### config.mk
export PLATFORM = sky130hd
export DESIGN_NAME = fifo_wr_arb
export DESIGN_NICKNAME = d
export VERILOG_FILES = /design/src/rtl/fifo_arb_pkg.sv /design/src/rtl/rr_pick.sv /design/src/rtl/fifo_wr_arb.sv
export SDC_FILE = /design/constraint.sdc
export NUM_CORES = 1
export LEC_CHECK = 0
export CAP_MARGIN = 20
export CORE_ASPECT_RATIO = 1.4
export CORE_MARGIN = 3
export CORE_UTILIZATION = 30
export DETAILED_ROUTE_END_ITERATION = 10
export GPL_TIMING_DRIVEN = 0
export PLACE_DENSITY = 0.78
export SYNTH_ARGS = -nofsm -noshare
export SYNTH_HDL_FRONTEND = slang
export SYNTH_SLANG_ARGS = --single-unit
export TNS_END_PERCENT = 5
### constraint.sdc
create_clock -name clk -period 3.3 [get_ports clk]
set_input_delay 0.66 -clock clk [delete_from_list [all_inputs] [get_ports clk]]
set_output_delay 0.66 -clock clk [all_outputs]
set_load 0.01 [all_outputs]
### src/rtl/fifo_arb_pkg.sv
// fifo_arb_pkg: types and helpers shared by the FIFO write arbiter.
//   arb_state_e : arbiter sequencer states (normal, drain-for-flush, flush).
//   idw(n)      : source-ID width for n requesters, never less than 1 bit.
//   NREQ_DEF / DATA_W_DEF : default requester count and payload width.
package fifo_arb_pkg;

  localparam int NREQ_DEF   = 4;
  localparam int DATA_W_DEF = 32;

  typedef enum logic [1:0] {
    IDLE,
    DRAIN,
    FLUSH
  } arb_state_e;

  function automatic int idw(input int n);
    return (n > 2) ? $clog2(n) : 1;
  endfunction

endpackage

### src/rtl/rr_pick.sv
// rr_pick: combinational round-robin picker.
//   req    : request vector, one bit per requester.
//   ptr    : index holding highest priority; priority then ascends with wrap.
//   gnt    : one-hot grant (all zero when nothing requests).
//   gnt_id : index of the granted requester (0 when nothing requests).
//   any    : at least one requester was granted.
module rr_pick
  import fifo_arb_pkg::*;
#(
  parameter  int NREQ = NREQ_DEF,
  localparam int ID_W = idw(NREQ)
) (
  input  logic [NREQ-1:0] req,
  input  logic [ID_W-1:0] ptr,
  output logic [NREQ-1:0] gnt,
  output logic [ID_W-1:0] gnt_id,
  output logic            any
);

  // NOTE: every output gets a default before the search loop, so no path
  // through the block leaves a value unassigned and no latch is inferred.
  always_comb begin
    logic [ID_W-1:0] idx;
    gnt    = '0;
    gnt_id = '0;
    any    = 1'b0;
    idx    = '0;
    for (int k = 0; k < NREQ; k++) begin
      idx = ID_W'((int'(ptr) + k) % NREQ);
      if (!any && req[idx]) begin
        gnt[idx] = 1'b1;
        gnt_id   = idx;
        any      = 1'b1;
      end
    end
  end

endmodule

### src/rtl/fifo_wr_arb.sv
// fifo_wr_arb: round-robin write arbiter and flush sequencer in front of a
// shared synchronous FIFO.
//   clk, rst              : clock, synchronous active-high reset.
//   req_vld/data/last     : per-requester beat valid, payload, end-of-packet.
//   req_rdy               : per-requester accept, at most one bit high.
//   fifo_we/fifo_wd       : FIFO write strobe and {source_id, payload} word.
//   fifo_full, fifo_len   : FIFO status inputs.
//   fifo_fsh              : FIFO flush strobe.
//   flush_req/flush_done  : flush request (level or pulse) and issue pulse.
//   lock_vld/lock_id      : packet in progress and its owner.
//   occ                   : registered copy of fifo_len.
module fifo_wr_arb
  import fifo_arb_pkg::*;
#(
  parameter  int NREQ   = NREQ_DEF,
  parameter  int DATA_W = DATA_W_DEF,
  parameter  int FIFO_D = 12,
  localparam int ID_W   = idw(NREQ),
  localparam int LEN_W  = $clog2(FIFO_D) + 1
) (
  input  logic                         clk,
  input  logic                         rst,
  input  logic [NREQ-1:0]              req_vld,
  input  logic [NREQ-1:0][DATA_W-1:0]  req_data,
  input  logic [NREQ-1:0]              req_last,
  output logic [NREQ-1:0]              req_rdy,
  output logic                         fifo_we,
  output logic [ID_W+DATA_W-1:0]       fifo_wd,
  input  logic                         fifo_full,
  input  logic [LEN_W-1:0]             fifo_len,
  output logic                         fifo_fsh,
  input  logic                         flush_req,
  output logic                         flush_done,
  output logic                         lock_vld,
  output logic [ID_W-1:0]              lock_id,
  output logic [LEN_W-1:0]             occ
);

  arb_state_e      state, state_nxt;
  logic [ID_W-1:0] rr_ptr;
  logic [ID_W-1:0] pick_id;
  logic [ID_W-1:0] acc_id;
  logic [NREQ-1:0] pick_gnt;
  logic [NREQ-1:0] gnt;
  logic            pick_any;
  logic            acc;
  logic            lock_nxt;

  rr_pick #(.NREQ(NREQ)) u_pick (
    .req    (req_vld),
    .ptr    (rr_ptr),
    .gnt    (pick_gnt),
    .gnt_id (pick_id),
    .any    (pick_any)
  );

  always_comb begin
    state_nxt  = state;
    gnt        = '0;
    req_rdy    = '0;
    fifo_fsh   = 1'b0;
    flush_done = 1'b0;
    acc_id     = lock_vld ? lock_id : pick_id;
    lock_nxt   = lock_vld;

    // A held lock pins the grant to its owner even if it drops valid, so a
    // bubble appears rather than another requester interleaving. New packets
    // only start in IDLE; DRAIN serves the lock owner alone.
    if (lock_vld)
      gnt = NREQ'(1) << lock_id;
    else if (state == IDLE && pick_any)
      gnt = pick_gnt;

    if (!rst && state != FLUSH && !fifo_full)
      req_rdy = gnt;

    acc     = |(req_vld & req_rdy);
    fifo_we = acc;
    fifo_wd = {acc_id, req_data[acc_id]};

    if (acc)
      lock_nxt = ~req_last[acc_id];

    // Flush decisions look at the lock as it will be after this cycle, so a
    // packet whose first beat is accepted alongside flush_req still drains.
    case (state)
      IDLE:  if (flush_req) state_nxt = lock_nxt ? DRAIN : FLUSH;
      DRAIN: if (!lock_nxt) state_nxt = FLUSH;
      FLUSH: begin
        fifo_fsh   = !rst;
        flush_done = !rst;
        state_nxt  = IDLE;
      end
      default: state_nxt = IDLE;
    endcase
  end

  // NOTE: state registers use non-blocking assignments so every flop samples
  // the pre-edge values, independent of statement order.
  always_ff @(posedge clk) begin
    // NOTE: reset is synchronous; it acts only on a clock edge with rst high.
    if (rst) begin
      state    <= IDLE;
      rr_ptr   <= '0;
      lock_vld <= 1'b0;
      lock_id  <= '0;
      occ      <= '0;
    end else begin
      state    <= state_nxt;
      occ      <= fifo_len;
      lock_vld <= lock_nxt;
      if (acc) begin
        if (req_last[acc_id])
          rr_ptr <= ID_W'((int'(acc_id) + 1) % NREQ);
        else
          lock_id <= acc_id;
      end
      if (state == FLUSH)
        rr_ptr <= '0;
    end
  end

  a_rdy_onehot0: assert property (@(posedge clk) $onehot0(req_rdy));
  a_we_not_full: assert property (@(posedge clk) fifo_we |-> !fifo_full);
  a_no_fsh_we:   assert property (@(posedge clk) !(fifo_fsh && fifo_we));
  a_lock_stable: assert property (@(posedge clk) disable iff (rst)
                                  lock_vld |=> $stable(lock_id));

endmodule

==> results.md <==
* Standard-cell rows at 37
* Start point of the worst hold path: state[1]
* Relative slew slack at 0.658
* RSZ-0062 raised after global routing: true
* RR Startpoint: rr_ptr[0]
* Status: finished with violations
* Wirelength, routed at 12500 microns
* EDFF count, synth at 0
* Power per standard cell area at 1240 nW/um^2
* Inserted Clock Buffers at 3
* Number of library cell types mapped by synthesis at 54
* I/O pin cnt at 194
* Library cell used as clock root buffer: clkbuf_8
* Final setup slack of the worst path at -281 ps
* Die extent in y at 111 microns
* Filler Cell Count at 578
* Slew at the pin closest to its max-slew limit at 513 ps
* Endpoint kind of the worst setup timing path: primary output
* Global-route wire length before repair at 17800 microns
* Largest fanout of any net on the critical path at 10
* Endpoints failing hold at 0
* Clock-pin slew on the worst setup and hold paths at 50 ps
* Total power at 6.62 mW
* Via count of the first global-routing pass at 3502
* Deepest level of the CTS H-tree at 1
* Count of buffers inserted at the top-level ports at 193
* Hold Worst Slack at 581 ps
* Initial DRC count at 126
* R2R cell count at 14
* Signal arrival time at the worst endpoint at 2920 ps
* Peak supply drop at 0.821 mV
* Number of violations of the max-capacitance limit at 0
* DRC at 0
* Commonest non-fill, non-tap cell in the layout: clkdlybuf4s50_1
* LEAKAGE at 2.23 nW
* Setup TNS after final layout at -8350 ps
* Min-delay worst type: reg2reg
* Die Footprint at 8970 sq um
* Tot GR Track Use at 0.255
* Critical path required time at 2640 ps
* Post-route minimum period at 3580 ps
* #FFs+latches synth at 12
* Detailed-route wire length per cell at 19.6 microns
* Initial antenna violation count at 0
* Clock Path Buffers at 2
* Antenna violation net count after detailed routing at 0
* Fraction of the core area covered by cells at the end of the flow at 0.709
* Via count of the routed design at 3374
* Final HPWL DP at 9060 microns
* Sort of element at the start of the critical path: register
* Core Box Area at 7500 sq um
* Global placer's final weighted congestion at 0.895
* Synth top area cells: mux2i_1, dfxtp_1, a21oi_1
* Net count after synthesis at 451
* Area share of the largest cell type after synthesis at 0.157
* Fraction of registers with async set/reset at 0
* Number of standard cells after synthesis at 299
* Number of max-slew violations in the final report at 0
* Number of optimization iterations in the first detailed-route pass at 4
* Top FF cell, synth: dfxtp_1
* Avg Synthesized Cell Area at 7.88 sq um
* Pin count of the biggest net entering global routing at 11
* Initial Util at 0.314
* Clock Skew at 1.17 ps
* Classification of the worst setup path: reg2out
* Cell area after synthesis at 2360 sq um
* Final net count at 690
* Area leader, netlist: mux2i_1
* Drt via density at 5.31
* Peak clock frequency supported by timing at 279 MHz
* Violations in the final reports: setup timing
* Clock tree from TritonCTS: done
* Synth Warn # at 0
* Number of sinks on the clock net at 12
* Final setup viols at 35
* Clock latency on the worst-skew pair at 250 ps
* Final worst path period share at 1.09
* Growth of design area from synthesis to finish at 126%
* GR Overflow Total at 0
* Portion of the post-synthesis area used by sequential elements at 0.102
* Worst hold path depth at 3
* Leading cell types in the layout, fill and taps excluded: clkdlybuf4s50_1, buf_2, a21oi_2
* Worst setup path start: rr_ptr[0]
* Die width at 80.9 microns
* Share of cells above drive strength 1 at 0.460
kinds of logic after synthesis:
kind of cell | synth area share
muxes | 0.372
DFF | 0.102
buffers and inverters | 0.0632
adders and majority gates | 0.0372
AOI/OAI and AO/OA | 0.211
and+or+nand+nor | 0.211
xor gates and xnor gates | 0.00372
state kept, by name, indices dropped and copies added, names as in the netlist:
register  flops
lock_id       2
lock_vld      1
occ           5
rr_ptr        2
state         2
power breakdown:
group	leakage [nW]	internal [mW]	switching [mW]
clock	0.0288	0.106	0.0587
sequential	0.100	0.183	0.0399
combinational	2.10	3.28	2.94
total	2.23	3.57	3.04
layout make-up:
class,count,area [sq um],area share
Tap cell,97,121,0.0228
Sequential cell,12,248,0.0466
Clock buffer,4,55.1,0.0103
Buffer,24,294,0.0553
Inverter,6,30.0,0.00564
Timing Repair Buffer,235,2140,0.402
Antenna cell,1,2.50,0.000470
Multi-Input combinational cell,256,2430,0.457
path summary, 6_finish.rpt:
check | endpoint | slack [ps]
setup / recovery | fifo_wd[5] | -280
hold / removal | state[0] | 580
setup reg to reg | rr_ptr[0] | 210
hold reg to reg | state[0] | 580
cells in the mapped netlist, drive strengths merged (2+ instances only):
master and count:
a21oi 43, nor2 42, mux2i 37, mux2 35
buf 14, dfxtp 12, clkbuf 11, nor2b 11
nor3 9, o21ai 8, ha 7, nand2b 7
nand3 7, nand2 6, and3 5, inv 5
mux4 5, nand3b 5, a31o 3, a211o 2
a211oi 2, o211a 2, o22ai 2, o41ai 2
through the flow:
step / worst slack [ps] / instance area (sq um) / instances
floorplan: -17.7 / 2500 / 299
global placement: -1310 / 4550 / 589
detailed placement: -1390 / 4550 / 589
CTS: -291 / 5010 / 628
global route: -378 / 5320 / 634
finish: -281 / 5320 / 635
layer usage:
layer | global-route usage | wire length, microns
met5 | 0 | 0
met4 | 0.0879 | 358
met3 | 0.0602 | 1080
met2 | 0.481 | 6730
met1 | 0.263 | 4310
worst max-delay path, stage by stage, from the launching register on:
cell	delay, ps
dfxtp_4	350
buf_8	100
clkinvlp_4	110
ha_4	280
buf_6	120
o21ai_2	50
a21oi_2	80
o41a_1	460
nor2_4	180
buf_12	130
buf_12	130
mux2_2	330
nor2_1	160
a21oi_2	50
buf_2	140
repair_timing:
action	in CTS	in global routing
setup endpoints to repair	41	41
cloned	3	3
setup buffers	32	5
hold buffers	0	0
gates resized for setup	249	67
pin swaps	26	29
Power figures use the tool's default switching activity.
